$ cat src/rtl/pipe_ctrl_pkg.sv
// Shared types and constants for the pipeline sequencing controller.
package pipe_ctrl_pkg;

  // Controller FSM states; the encoding is also visible on dbg_state.
  typedef enum logic [1:0] {
    ST_RUN      = 2'd0,
    ST_MEM_WAIT = 2'd1,
    ST_HALTED   = 2'd2,
    ST_FAULT    = 2'd3
  } state_t;

  // Architectural zero register never creates a dependency.
  localparam logic [4:0]  REG_ZERO      = 5'd0;
  // Stall counter sticks here instead of wrapping.
  localparam logic [15:0] STALL_CNT_MAX = 16'hFFFF;

endpackage

$ cat src/rtl/mem_watchdog.sv
// Watchdog for multi-cycle data-memory accesses. Counts MEM_WAIT cycles
// without an ack; timeout fires on the increment that reaches MEM_TIMEOUT.
module mem_watchdog #(
  parameter int TO_W        = 8,
  parameter int MEM_TIMEOUT = 200
) (
  input  logic clk1,
  input  logic rst,
  input  logic clr,
  input  logic inc,
  output logic timeout
);

  logic [TO_W-1:0] cnt_q;

  // Timeout is qualified by inc so an ack in the same cycle (inc low) wins.
  assign timeout = inc && (cnt_q == TO_W'(MEM_TIMEOUT - 1));

  // Wait-cycle counter: clear has priority over increment.
  always_ff @(posedge clk1 or posedge rst) begin
    if (rst) begin
      cnt_q <= '0;
    end else if (clr) begin
      cnt_q <= '0;
    end else if (inc) begin
      cnt_q <= cnt_q + 1'b1;
    end
  end

endmodule

$ cat src/rtl/pipe_ctrl.sv
// Central sequencing controller for the five-stage pipeline: latch enables,
// bubble/flush controls, hazard resolution, halt/fault status, stall counter.
//
// Memory handshake: mem_req is high while EX/MEM holds an access (mem_valid)
// and the controller is able to issue it. The access completes in the cycle
// where mem_req and mem_ack are both high; until then the whole pipeline holds
// and a bubble is pushed into MEM/WB.
module pipe_ctrl
  import pipe_ctrl_pkg::*;
#(
  parameter int XLEN        = 32,
  parameter int TO_W        = 8,
  parameter int MEM_TIMEOUT = 200
) (
  input  logic            clk1,
  input  logic            rst,
  input  logic [4:0]      id_rs1,
  input  logic [4:0]      id_rs2,
  input  logic            id_uses_rs2,
  input  logic            ex_is_load,
  input  logic [4:0]      ex_rd,
  input  logic            ex_br_taken,
  input  logic [XLEN-1:0] ex_br_target,
  input  logic            ex_halt,
  input  logic            mem_valid,
  input  logic            mem_ack,
  output logic            mem_req,
  output logic            pc_en,
  output logic            if_id_en,
  output logic            id_ex_en,
  output logic            ex_mem_en,
  output logic            mem_wb_en,
  output logic            if_id_flush,
  output logic            id_ex_flush,
  output logic            mem_wb_flush,
  output logic            pc_load,
  output logic [XLEN-1:0] pc_target,
  output logic            halted,
  output logic            fault,
  output logic [15:0]     stall_cnt,
  output logic [1:0]      dbg_state
);

  state_t      state_q, state_d;
  logic        halted_q, fault_q;
  logic [15:0] stall_cnt_q;
  logic        load_use;
  logic        stall_path, run_path, drain_path, lu_active, stall_active;
  logic        wd_inc, wd_clr, wd_timeout;

  // Load-use hazard: a load in EX writes a register the IF/ID instruction reads.
  assign load_use = ex_is_load && (ex_rd != REG_ZERO) &&
                    ((ex_rd == id_rs1) || (id_uses_rs2 && (ex_rd == id_rs2)));

  // Watchdog only runs in MEM_WAIT while the ack is still missing.
  assign wd_inc = (state_q == ST_MEM_WAIT) && !mem_ack;
  assign wd_clr = !wd_inc;

  mem_watchdog #(
    .TO_W        (TO_W),
    .MEM_TIMEOUT (MEM_TIMEOUT)
  ) u_watchdog (
    .clk1    (clk1),
    .rst     (rst),
    .clr     (wd_clr),
    .inc     (wd_inc),
    .timeout (wd_timeout)
  );

  // Next state and stage controls; priority memory stall > halt > branch > load-use.
  always_comb begin
    state_d      = state_q;
    mem_req      = 1'b0;
    pc_en        = 1'b0;
    if_id_en     = 1'b0;
    id_ex_en     = 1'b0;
    ex_mem_en    = 1'b0;
    mem_wb_en    = 1'b0;
    if_id_flush  = 1'b0;
    id_ex_flush  = 1'b0;
    mem_wb_flush = 1'b0;
    pc_load      = 1'b0;
    pc_target    = '0;
    stall_path   = 1'b0;
    run_path     = 1'b0;
    drain_path   = 1'b0;
    lu_active    = 1'b0;

    // Pick which control regime applies this cycle.
    unique case (state_q)
      ST_RUN: begin
        mem_req = mem_valid;
        if (mem_valid && !mem_ack) begin
          stall_path = 1'b1;
          state_d    = ST_MEM_WAIT;
        end else begin
          run_path = 1'b1;
        end
      end
      ST_MEM_WAIT: begin
        mem_req = mem_valid;
        if (!mem_ack) begin
          stall_path = 1'b1;
          if (wd_timeout) state_d = ST_FAULT;
        end else if (halted_q) begin
          // Stall happened while draining after HALT: go back to draining.
          drain_path = 1'b1;
          state_d    = ST_HALTED;
        end else begin
          // Resume cycle: EX is re-evaluated, so a held branch is taken now.
          run_path = 1'b1;
          state_d  = ST_RUN;
        end
      end
      ST_HALTED: begin
        mem_req = mem_valid;
        if (mem_valid && !mem_ack) begin
          stall_path = 1'b1;
          state_d    = ST_MEM_WAIT;
        end else begin
          drain_path = 1'b1;
        end
      end
      ST_FAULT: begin
        // Everything frozen and no memory traffic until reset.
      end
      default: state_d = ST_RUN;
    endcase

    if (stall_path) begin
      mem_wb_flush = 1'b1;
    end

    if (run_path) begin
      pc_en     = 1'b1;
      if_id_en  = 1'b1;
      id_ex_en  = 1'b1;
      ex_mem_en = 1'b1;
      mem_wb_en = 1'b1;
      if (ex_halt) begin
        drain_path = 1'b1;
        state_d    = ST_HALTED;
      end else if (ex_br_taken) begin
        pc_load     = 1'b1;
        pc_target   = ex_br_target;
        if_id_flush = 1'b1;
        id_ex_flush = 1'b1;
      end else if (load_use) begin
        pc_en       = 1'b0;
        if_id_en    = 1'b0;
        id_ex_flush = 1'b1;
        lu_active   = 1'b1;
      end
    end

    // Drain: front stages frozen, older instructions keep moving.
    if (drain_path) begin
      pc_en       = 1'b0;
      if_id_en    = 1'b0;
      id_ex_en    = 1'b0;
      ex_mem_en   = 1'b1;
      mem_wb_en   = 1'b1;
      id_ex_flush = 1'b1;
    end

    // Every output reads zero while reset is held.
    if (rst) begin
      mem_req      = 1'b0;
      pc_en        = 1'b0;
      if_id_en     = 1'b0;
      id_ex_en     = 1'b0;
      ex_mem_en    = 1'b0;
      mem_wb_en    = 1'b0;
      if_id_flush  = 1'b0;
      id_ex_flush  = 1'b0;
      mem_wb_flush = 1'b0;
      pc_load      = 1'b0;
      pc_target    = '0;
      stall_path   = 1'b0;
      lu_active    = 1'b0;
      state_d      = ST_RUN;
    end
  end

  assign stall_active = stall_path || lu_active;

  // State register, sticky status flags and saturating stall counter.
  always_ff @(posedge clk1 or posedge rst) begin
    if (rst) begin
      state_q     <= ST_RUN;
      halted_q    <= 1'b0;
      fault_q     <= 1'b0;
      stall_cnt_q <= '0;
    end else begin
      state_q <= state_d;
      if (state_d == ST_HALTED) halted_q <= 1'b1;
      if (state_d == ST_FAULT)  fault_q  <= 1'b1;
      if (stall_active && (stall_cnt_q != STALL_CNT_MAX)) begin
        stall_cnt_q <= stall_cnt_q + 16'd1;
      end
    end
  end

  assign halted    = halted_q;
  assign fault     = fault_q;
  assign stall_cnt = stall_cnt_q;
  assign dbg_state = rst ? 2'd0 : state_q;

endmodule

$ cat config.mk
export PLATFORM = sky130hd
export DESIGN_NAME = pipe_ctrl
export DESIGN_NICKNAME = d
export VERILOG_FILES = /design/src/rtl/pipe_ctrl_pkg.sv /design/src/rtl/mem_watchdog.sv /design/src/rtl/pipe_ctrl.sv
export SDC_FILE = /design/constraint.sdc
export NUM_CORES = 1
export LEC_CHECK = 0
export ABC_AREA = 1
export CAP_MARGIN = 25
export CORE_MARGIN = 1
export CORE_UTILIZATION = 50
export DETAILED_ROUTE_END_ITERATION = 10
export DONT_BUFFER_PORTS = 1
export MAX_ROUTING_LAYER = met4
export SLEW_MARGIN = 20
export SYNTH_ARGS = -nofsm -noshare
export SYNTH_HDL_FRONTEND = slang
export SYNTH_SLANG_ARGS = --single-unit
$ cat constraint.sdc
create_clock -name clk1 -period 5.5 [get_ports clk1]
set_clock_uncertainty 0.2 [all_clocks]
set_input_delay 1.375 -clock clk1 [delete_from_list [all_inputs] [get_ports clk1]]
set_output_delay 1.375 -clock clk1 [all_outputs]
set_load 0.05 [all_outputs]
==> impl_results.md, run 1 <==
* FP Rows at 25
* Nets@finish at ~460
* CP bufs+invs at 5
* Clock-pin slew on the worst setup and hold paths at roughly 0.10 ns
* Initial Util at between 50% and 60%
* CTS sink cnt at 28
* Die H at between 70 and 80 um
* Final setup viols at 0
* Most used cell, CP: inv_2
* CTS root buffer: clkbuf_8
* Hold Vio Cnt, Final at 0
* Fmax at approximately 0.22 GHz
* Critical path's top delay family: buffers and inverters
* P per Cell Area at ~220 nW/um^2
* Syn Inst Count at about 370
* CP peak stage delay at between 0.6 and 0.7 ns
* Core region area at 4723 sq um
* CP max stage cell: inv_2
* Register bit total from synthesis at 28
* Unrepaired setup endpoints after global routing: false
* Max_slew headroom at about a third
* Wire length per cell at roughly 12 um
* Gr ovfl total at 0
* Dpl cells at between 400 and 500
* Clk Latency, worst-skew pair at ~0.28 ns
* Yosys warning count at 0
* Setup Fix Bufs, Post-CTS at 0
* Max-cap violations at 0
* Fillers at ~430
* Final GP Congestion at 0.8643
* Vias per inst at 4.912
* Max Slew Vio Count at 0
* Final wirelength at around 5700 um
* Initial antenna violation count at 0
* VDD IR max at 0.2544 mV
* Via count at ~2300
* DR pass1 iterations at 4
* Total CTS buffers at 3
* Final worst slack at between 0.9 and 1 ns
* Top-level I/O count at around 120
* Dpl hpwl at 4463 um
* Hold Path Class: register to register
* CP Cell Sequence: inv_1, nor2_1, o21ai_2, inv_2, nor2_4, inv_2, nor3_4, inv_2, nor2_1, buf_4
* Layout cells sized above 1 at between 20% and 30%
* Non-Filler Instances at between 400 and 500
* CTS resizes at 0
* Worst slack, placed at approximately 0.95 ns
* Gr usage total at roughly 22%
* Syn avg cell area at about 6.7 sq um
* H-tree depth at 1
* Syn-to-layout area delta at 20.14%
* First-pass GRT wire length at 9025 um
* CTS Buffer Depth at 2
* Crit path DAT at roughly 3.0 ns
* TNS Setup at 0 ns
* Crit Path Max Fanout at 32
* CTS tree: yes
* Slew @ Worst Pin at about 0.97 ns
* Syn_nets at around 430
* Port buffer count at 0
* Antenna viol nets, final at 0
* Drc violations at 0
* Critical Path RT at 3.92 ns
* Critical Path Start Type: input pin
* Post-CTS Hold Fix Bufs at 0
* Synth cell types at 27
* Critical Path Sink Type: output pin
* Vias in the first global route at slightly above 2000
* Pin count of the biggest net entering global routing at 33
* Period utilisation layout at between 80 and 90%
* Synth Cell Area at roughly 2400 sq um
* DR iter-0 viols at about 110
* Sequential area share after synthesis at between 20% and 30%
* Min Tclk post-route at 4.563 ns
* Result of the run: finished clean
* Full die area at a little over 5000 sq um
* CP Class: input pin to output pin
* Leakage at around 1.6 nW
* Inserted Diodes at 0
* Die span in x at a little over 70 um
[registers in the layout (all words and copies together), names as in the netlist]
name / count
state_q: 2
fault: 1
stall_cnt: 16
u_watchdog.cnt_q: 8
halted: 1
[Yosys cell counts, drive strengths merged]
cell,n,area [sq um]
nand2,96,375.4
inv,77,289.0
nor2,60,360.4
nand3,35,187.7
dfrtp,28,700.7
a21oi,10,50.05
buf,10,85.08
nor3,10,66.32
o21ai,9,48.80
xnor2,9,78.83
ha,7,87.58
xor2,6,52.55
nand4,5,37.53
and3,1,6.260
nand3b,1,7.510
o21bai,1,7.510
[area by class of cell]
| type | instances | area, sq um | area share (%) |
|---|---|---|---|
| tap | 67 | 83.83 | 2.858 |
| clock buffer | 3 | 41.29 | 1.408 |
| clock inverter | 1 | 30.03 | 1.024 |
| multi-input combinational | 250 | 1370 | 46.71 |
| sequential | 28 | 700.7 | 23.89 |
| inverter | 77 | 289.0 | 9.855 |
| timing repair buffer | 39 | 417.9 | 14.25 |
[final timing paths]
| check | from | depth (start not counted) | to | slack (ns) |
|---|---|---|---|---|
| setup / recovery | mem_valid | 10 | pc_target[31] | 0.94 |
| hold / removal | u_watchdog.cnt_q[0]$_DFF_PP0_ | 1 | u_watchdog.cnt_q[0]$_DFF_PP0_ | 0.28 |
| setup reg to reg | stall_cnt[0]$_DFFE_PP0P_ | 9 | stall_cnt[8]$_DFFE_PP0P_ | 2.90 |
| hold reg to reg | u_watchdog.cnt_q[0]$_DFF_PP0_ | 1 | u_watchdog.cnt_q[0]$_DFF_PP0_ | 0.28 |
| max in group asynchronous | rst | 2 | stall_cnt[8]$_DFFE_PP0P_ | 3.98 |
| min in group asynchronous | rst | 2 | u_watchdog.cnt_q[1]$_DFF_PP0_ | 0.87 |
[metrics by stage]
step / util, % / hold WS (ns) / total power [mW] / area [sq um]
global placement: 60.58 / 0.2518 / 0.4682 / 2861
global route: 62.09 / 0.3033 / 0.6611 / 2933
CTS: 62.09 / 0.2768 / 0.6341 / 2933
floorplan: - / 0.2315 / 0.4349 / 2441
detailed placement: 60.58 / 0.2631 / 0.4709 / 2861
finish: 62.09 / 0.2753 / 0.6309 / 2933
[worst reg2reg max path, cell delays in order, from the launching register on]
cell     delay (ns)
dfrtp_1        0.75
ha_1           0.36
nand3_1        0.15
inv_2          0.13
nand4_1        0.12
nor2_2         0.18
nand3_4        0.22
nand2_4        0.28
nand2_1        0.08
nand2_1        0.08
[cells by family after synthesis]
logic type      count (synthesis)  share of synthesized area [%]
simple gates                  208                          42.65
buf+inv                        87                          15.33
flops                          28                          28.70
compound gates                 20                          4.357
xor+xnor                       15                          5.382
fa+ha+maj                       7                          3.588
[report_power, final]
group	total [mW]	leakage [nW]	switching [mW]	internal (mW)
logic	0.173	1.20	0.119	0.0542
registers	0.294	0.376	0.0743	0.220
clock network	0.164	0.0357	0.0664	0.0975
[metal layers]
metal / up-vias / routed length [um] / global-route usage [%]
li1: 1165 / - / -
met1: 1035 / 2484 / 27.45
met2: 80 / 2819 / 39.31
met3: 4 / 349 / 2.954
met4: 0 / 40 / 5.447
met5: - / 0 / -
[cell usage in the layout, fill, tap and decap left out, types with 8 or more instances in the layout]
cell	synthesis	layout
a21oi_1	10	9
buf_12	0	10
buf_4	4	29
dfrtp_1	28	28
inv_1	70	70
nand2_1	94	94
nand3_1	34	34
nor2_1	28	28
nor2_2	21	21
nor2_4	11	11
nor3_1	8	8
o21ai_0	8	8
xnor2_1	9	9
Power figures use the tool's default switching activity.
==> run 2, diff against run 1 <==
clock period = 4.3 ns   (was 5.5 ns; I/O delays follow)
==> run 2 against run 1 <==
Utilization grew 0.26 points. Setup slack lost 0.60 ns. Clock power grew 28%. Power grew 29%. First-iteration DRC count shrank 25%. Sequential cell count is the same. Highest routed layer unchanged. Critical path type unchanged. Clock-buffer cell count is the same. Hold slack lost 0.0074 ns. Cell count is the same. Largest power group unchanged.
==> impl_results.md, run 2 (same netlist as run 1, synthesis figures left out) <==
* Result of the run: finished clean (unchanged)
* Max-cap violations at 0 (unchanged)
* Total CTS buffers at 3 (unchanged)
* Layout Utilization at 62.36% (was 62.09%)
* Reg2reg path depth at 9 (unchanged)
* CP bufs+invs at 5 (unchanged)
* Switching Share at 41.10% (was 41.09%)
* Most frequent cells in the layout: nand2_1 (94), inv_1 (70), nand3_1 (34) (unchanged)
* Most used cell, CP: inv_2 (unchanged)
* Crit path depth at 10 (unchanged)
* CP Class: input pin to output pin (unchanged)
* CP max stage cell: inv_2 (unchanged)
* Antenna viol nets, final at 0 (unchanged)
* Critical Path Start Type: input pin (unchanged)
* Hold Vio Cnt, Final at 0 (unchanged)
* Clk Latency, worst-skew pair at 0.28 ns (about the same)
* Hold Path Class: register to register (unchanged)
* TNS Setup at 0 ns (unchanged)
* Wire length per cell at 12.10 um (was 12.25 um)
* Final setup viols at 0 (unchanged)
* Critical path's top delay family: buffers and inverters (unchanged)
* Critical Path Source: mem_valid (unchanged)
* Drc violations at 0 (unchanged)
* Final worst slack at 0.3340 ns (was 0.9368 ns)
* CTS root buffer: clkbuf_8 (unchanged)
* DR pass1 iterations at 4 (unchanged)
* CTS tree: yes (unchanged)
* H-tree depth at 1 (unchanged)
* Full die area at 5165 sq um (unchanged)
* Cell Int Power at 0.4781 mW (was 0.3716 mW)
* Critical Path Sink: pc_target[31] (unchanged)
* Comb pwr share at 27.7% (was 27.4%)
* Final GP Congestion at 0.8617 (was 0.8643)
* Port buffer count at 0 (unchanged)
* Reg2reg end: stall_cnt[13]$_DFFE_PP0P_ (was stall_cnt[8]$_DFFE_PP0P_)
* Slew @ Worst Pin at 0.9789 ns (was 0.9687 ns)
* Layout cells sized above 1 at 22.61% (unchanged)
* Seq pwr share at 46.5% (was 46.6%)
* Initial Util at 51.68% (unchanged)
* Core region area at 4723 sq um (unchanged)
* First-pass GRT wire length at 9335 um (was 9025 um)
* CP peak stage delay at 0.70 ns (was 0.69 ns)
* VDD IR max at 0.2838 mV (was 0.2544 mV)
* Worst slack, placed at 0.3315 ns (was 0.9517 ns)
* Total chip power at 0.8117 mW (was 0.6309 mW)
* Critical Path RT at 3.02 ns (was 3.92 ns)
* Clock-pin slew on the worst setup and hold paths at 0.10 ns (about the same)
* Switch Pwr at 0.3336 mW (was 0.2592 mW)
* Fmax at around 0.25 GHz
* FF-to-FF Start: stall_cnt[0]$_DFFE_PP0P_ (unchanged)
* Inserted Diodes at 0 (unchanged)
* Initial antenna violation count at 0 (unchanged)
* Final wirelength at 5627 um (was 5694 um)
* Pin count of the biggest net entering global routing at 33 (unchanged)
* FP Rows at 25 (unchanged)
* Period utilisation layout at 92.23%
* Gr ovfl total at 0 (unchanged)
* Gr usage total at 23.24% (was 22.46%)
* Max_slew headroom at 34.64% (was 35.32%)
* Leakage at 1.615 nW (was 1.612 nW)
* Vias per inst at 4.867 (was 4.912)
* Post-CTS Hold Fix Bufs at 0 (unchanged)
* Critical Path Sink Type: output pin (unchanged)
* CTS sink cnt at 28 (unchanged)
* Setup Fix Bufs, Post-CTS at 0 (unchanged)
* Min Tclk post-route at 3.966 ns
* Vias in the first global route at 2070 (was 2032)
* CTS resizes at 0 (unchanged)
* Max Slew Vio Count at 0 (unchanged)
* Fillers at 450 (was 428)
* Die span in x at 71.87 um (unchanged)
* Placed inst area at 2874 sq um (was 2861 sq um)
* Crit path DAT at 2.69 ns (was 2.99 ns)
* CTS Buffer Depth at 2 (unchanged)
* Nets@finish at 461 (unchanged)
* Die H at 71.87 um (unchanged)
* Commonest non-fill, non-tap cell in the layout: nand2_1 (unchanged)
* Worst R2R Setup Slack at 1.68 ns (was 2.90 ns)
* DR iter-0 viols at 83 (was 111)
* Clock power share at 25.8% (was 26.0%)
* CP Cell Sequence: inv_1, nor2_1, o21ai_2, inv_2, nor2_4, inv_2, nor3_4, inv_2, nor2_1, buf_4 (unchanged)
* Final std cell area, no fill at 2945 sq um (was 2933 sq um)
* Via count at 2263 (was 2284)
* P per Cell Area at 275.6 nW/um^2 (was 215.1 nW/um^2)
* Top-level I/O count at 117 (unchanged)
* Max reg flops at 16 (unchanged)
* Crit Path Max Fanout at 32 (unchanged)
* Dpl hpwl at 4476 um (was 4463 um)
* Syn-to-layout area delta at 20.66% (was 20.14%)
* Unrepaired setup endpoints after global routing: false (unchanged)
==> run 2: cell counts in the layout (fill, tap and decap cells not counted) <==
Identical to the previous run, type by type.
==> run 2: per-stage QoR <==
step	hold slack, ns	instances
3_5_place_dp	0.2599	461
4_1_cts	0.2739	465
2_1_floorplan	0.2315	365
5_1_grt	0.3085	465
3_3_place_gp	0.2514	461
6_report	0.2678	465
==> run 2: how the worst min path moves through the flow <==
stage | startpoint | endpoint | slack [ns] | depth (start not counted)
after CTS | u_watchdog.cnt_q[0]$_DFF_PP0_ | u_watchdog.cnt_q[0]$_DFF_PP0_ | 0.27 | 1
after global placement | u_watchdog.cnt_q[0]$_DFF_PP0_ | u_watchdog.cnt_q[0]$_DFF_PP0_ | 0.25 | 1
final | u_watchdog.cnt_q[0]$_DFF_PP0_ | u_watchdog.cnt_q[0]$_DFF_PP0_ | 0.27 | 1
after global routing | u_watchdog.cnt_q[0]$_DFF_PP0_ | u_watchdog.cnt_q[0]$_DFF_PP0_ | 0.31 | 1
after detailed placement | u_watchdog.cnt_q[0]$_DFF_PP0_ | u_watchdog.cnt_q[0]$_DFF_PP0_ | 0.26 | 1
after floorplan | u_watchdog.cnt_q[0]$_DFF_PP0_ | u_watchdog.cnt_q[0]$_DFF_PP0_ | 0.23 | 1
==> run 2: area by class of cell <==
type / count / area (sq um) / area share, %
Clock buffer: 3 / 41.29 / 1.402
Clock inverter: 1 / 30.03 / 1.020
Inverter: 77 / 289.0 / 9.813
Multi-Input combinational cell: 250 / 1370 / 46.52
Sequential cell: 28 / 700.7 / 23.79
Tap cell: 67 / 83.83 / 2.846
Timing Repair Buffer: 39 / 430.4 / 14.61
==> run 2: worst reg2reg max path, cell delays in order (launching register included) <==
cell	delay [ns]
dfrtp_1	0.75
ha_1	0.37
nand3_1	0.17
inv_2	0.13
nand4_1	0.11
nor2_2	0.17
nand3_4	0.22
nand2_4	0.28
nand2_1	0.08
nand2_1	0.08
==> run 2: power groups by stage <==
stage / sequential [mW] / combinational (mW) / clock [mW]
final: 0.378 / 0.224 / 0.210
after floorplan: 0.374 / 0.182 / 0
after CTS: 0.378 / 0.226 / 0.215
after global placement: 0.381 / 0.221 / 0
after detailed placement: 0.383 / 0.226 / 0
after global routing: 0.381 / 0.247 / 0.225
==> run 2: per-layer routing <==
layer	part of all wire, %	GRT usage, %	vias to the layer above	routed length [um]
met2	49	40.04	75	2751
met4	1.2	6.536	0	65
li1	-	-	1163	-
met3	6.0	3.376	6	336
met1	44	28.37	1019	2474
met5	0	-	-	0
==> run 3, diff against run 2 <==
==> constraint.sdc (replaced) <==
create_clock -name clk1 -period 4.07 [get_ports clk1]
set_clock_uncertainty 0.2 [all_clocks]
set_input_delay 1.0175 -clock clk1 [delete_from_list [all_inputs] [get_ports clk1]]
set_output_delay 1.0175 -clock clk1 [all_outputs]
set_load 0.005 [all_outputs]
==> run 3 against run 2 <==
Utilization decreased by 9.0 points. Sequential cell count unchanged. Design area decreased by 14%. Critical path depth decreased by 1. Power decreased by 14%. Sequential share of layout area increased by 4.0 points. Non-clock buffer count decreased by 38. Cell count decreased by 8.2%. Combinational power decreased by 36%. Wire length decreased by 9.6%. Global-route usage decreased by 2.7 points.
==> impl_results.md, run 3 (same netlist as run 1, synthesis figures left out) <==
* Inserted Diodes at 0 (unchanged)
* H-tree depth at 1 (unchanged)
* Crit path DAT at 2.41 ns (was 2.69 ns)
* Commonest non-fill, non-tap cell in the layout: nand2_1 (unchanged)
* Nets@finish at 423 (was 461)
* Syn-to-layout area delta at 3.178% (was 20.66%)
* CP max stage cell: inv_2 (unchanged)
* Hold Path Class: register to register (unchanged)
* Wire length per cell at 11.91 um (was 12.10 um)
* VDD IR max at 0.1770 mV (was 0.2838 mV)
* Max Slew Vio Count at 0 (unchanged)
* Min Hold Slack at 0.2713 ns (was 0.2678 ns)
* Final setup viols at 0 (unchanged)
* P per Cell Area at 278.6 nW/um^2 (was 275.6 nW/um^2)
* Unrepaired setup endpoints after global routing: false (unchanged)
* Fmax at ~0.28 GHz
* CP Cell Sequence: inv_1, nor2_1, o21ai_2, inv_2, nor2_4, inv_2, nor3_4, inv_2, nor2_1 (was inv_1, nor2_1, o21ai_2, inv_2, nor2_4, inv_2, nor3_4, inv_2, nor2_1, buf_4)
* Die H at 71.87 um (unchanged)
* Antenna viol nets, final at 0 (unchanged)
* Result of the run: finished clean (unchanged)
* Gr usage total at 20.58% (was 23.24%)
* Post-CTS Hold Fix Bufs at 0 (unchanged)
* Gr ovfl total at 0 (unchanged)
* Most frequent cells in the layout: nand2_1 (94), inv_1 (70), nand3_1 (34) (unchanged)
* DR pass1 iterations at 4 (unchanged)
* DR iter-0 viols at 78 (was 83)
* Dpl hpwl at 3970 um (was 4476 um)
* Period utilisation layout at 89.11%
* CTS tree: yes (unchanged)
* CTS sink cnt at 28 (unchanged)
* Initial antenna violation count at 0 (unchanged)
* Hold Vio Cnt, Final at 0 (unchanged)
* Slew @ Worst Pin at 0.9413 ns (was 0.9789 ns)
* Max-cap violations at 0 (unchanged)
* Most used cell, CP: inv_2 (unchanged)
* CTS Buffer Depth at 2 (unchanged)
* Clk Latency, worst-skew pair at 0.28 ns (about the same)
* CP Class: input pin to output pin (unchanged)
* Max_slew headroom at 37.15% (was 34.64%)
* CP peak stage delay at 0.67 ns (was 0.70 ns)
* Setup Fix Bufs, Post-CTS at 0 (unchanged)
* Final wirelength at 5085 um (was 5627 um)
* Die span in x at 71.87 um (unchanged)
* Pin count of the biggest net entering global routing at 33 (unchanged)
* Min Tclk post-route at 3.627 ns
* CTS root buffer: clkbuf_8 (unchanged)
* Critical Path Sink Type: output pin (unchanged)
* Dpl cells at 423 (was 461)
* Drc violations at 0 (unchanged)
* Top-level I/O count at 117 (unchanged)
* Max reg flops at 16 (unchanged)
* Core region area at 4723 sq um (unchanged)
* First-pass GRT wire length at 8217 um (was 9335 um)
* Full die area at 5165 sq um (unchanged)
* TNS Setup at 0 ns (unchanged)
* Initial Util at 51.68% (unchanged)
* Critical Path Start Type: input pin (unchanged)
* Crit Path Max Fanout at 32 (unchanged)
* Layout cells sized above 1 at 14.17% (was 22.61%)
* Vias per inst at 4.820 (was 4.867)
* Vias in the first global route at 1861 (was 2070)
* Clock-pin slew on the worst setup and hold paths at 0.10 ns (about the same)
* Critical Path RT at 2.85 ns (was 3.02 ns)
* CTS resizes at 0 (unchanged)
* Total chip power at 0.7017 mW (was 0.8117 mW)
* Leakage at 1.379 nW (was 1.615 nW)
* Total CTS buffers at 3 (unchanged)
* Port buffer count at 0 (unchanged)
* Final GP Congestion at 0.8568 (was 0.8617)
* Via count at 2058 (was 2263)
* Non-Filler Instances at 427 (was 465)
* FP Rows at 25 (unchanged)
-- run 3: cell types whose count changed in the layout (fill, tap and decap cells not counted), sizes merged --
cell	previous run	this run
buf	39	1
-- run 3: layout make-up --
type / instances / area (sq um)
clock buffers: 3 / 41.29
clock inverters: 1 / 30.03
fillers: 464 / 2205
inverters: 77 / 289.0
multi-input cells: 250 / 1366
flip-flops and latches: 28 / 700.7
well taps: 67 / 83.83
repair buffers: 1 / 7.507
-- run 3: critical path: cells and delay by family --
family | cells | cell delay, ns
AO/OA/AOI/OAI | 1 | 0.10
buffers and inverters | 4 | 0.86
AND/OR/NAND/NOR | 4 | 0.39
-- run 3: layer usage --
layer | vias up | GRT usage, % | share of wire, %
met1 | 898 | 25.82 | 46
met5 | - | - | 0
met3 | 7 | 2.110 | 5.4
met2 | 68 | 34.91 | 48
li1 | 1085 | - | -
met4 | 0 | 6.536 | 1.0
-- run 3: worst paths after layout --
| kind | startpoint | endpoint | slack [ns] | cells past startpoint |
|---|---|---|---|---|
| min in group asynchronous | rst | stall_cnt[6]$_DFFE_PP0P_ | 0.50 | 2 |
| setup / recovery | mem_valid | pc_target[31] | 0.44 | 9 |
| hold reg to reg | u_watchdog.cnt_q[0]$_DFF_PP0_ | u_watchdog.cnt_q[0]$_DFF_PP0_ | 0.27 | 1 |
| hold / removal | u_watchdog.cnt_q[0]$_DFF_PP0_ | u_watchdog.cnt_q[0]$_DFF_PP0_ | 0.27 | 1 |
| max in group asynchronous | rst | stall_cnt[8]$_DFFE_PP0P_ | 2.90 | 2 |
| setup reg to reg | state_q[1]$_DFF_PP0_ | stall_cnt[7]$_DFFE_PP0P_ | 1.83 | 11 |
-- run 3: where the power goes --
group	switching (mW)	internal, mW
Clock	0.0930	0.132
Sequential	0.0351	0.299
Combinational	0.0923	0.0506
Total	0.220	0.481
-- run 3: stage by stage --
stage               setup slack [ns]  utilization, %  instance area [sq um]
floorplan                     0.6636               -                   2441
global placement              0.4665           51.81                   2447
detailed placement            0.4427           51.81                   2447
CTS                           0.4426           53.32                   2519
global route                  0.2799           53.32                   2519
finish                        0.4434           53.32                   2519
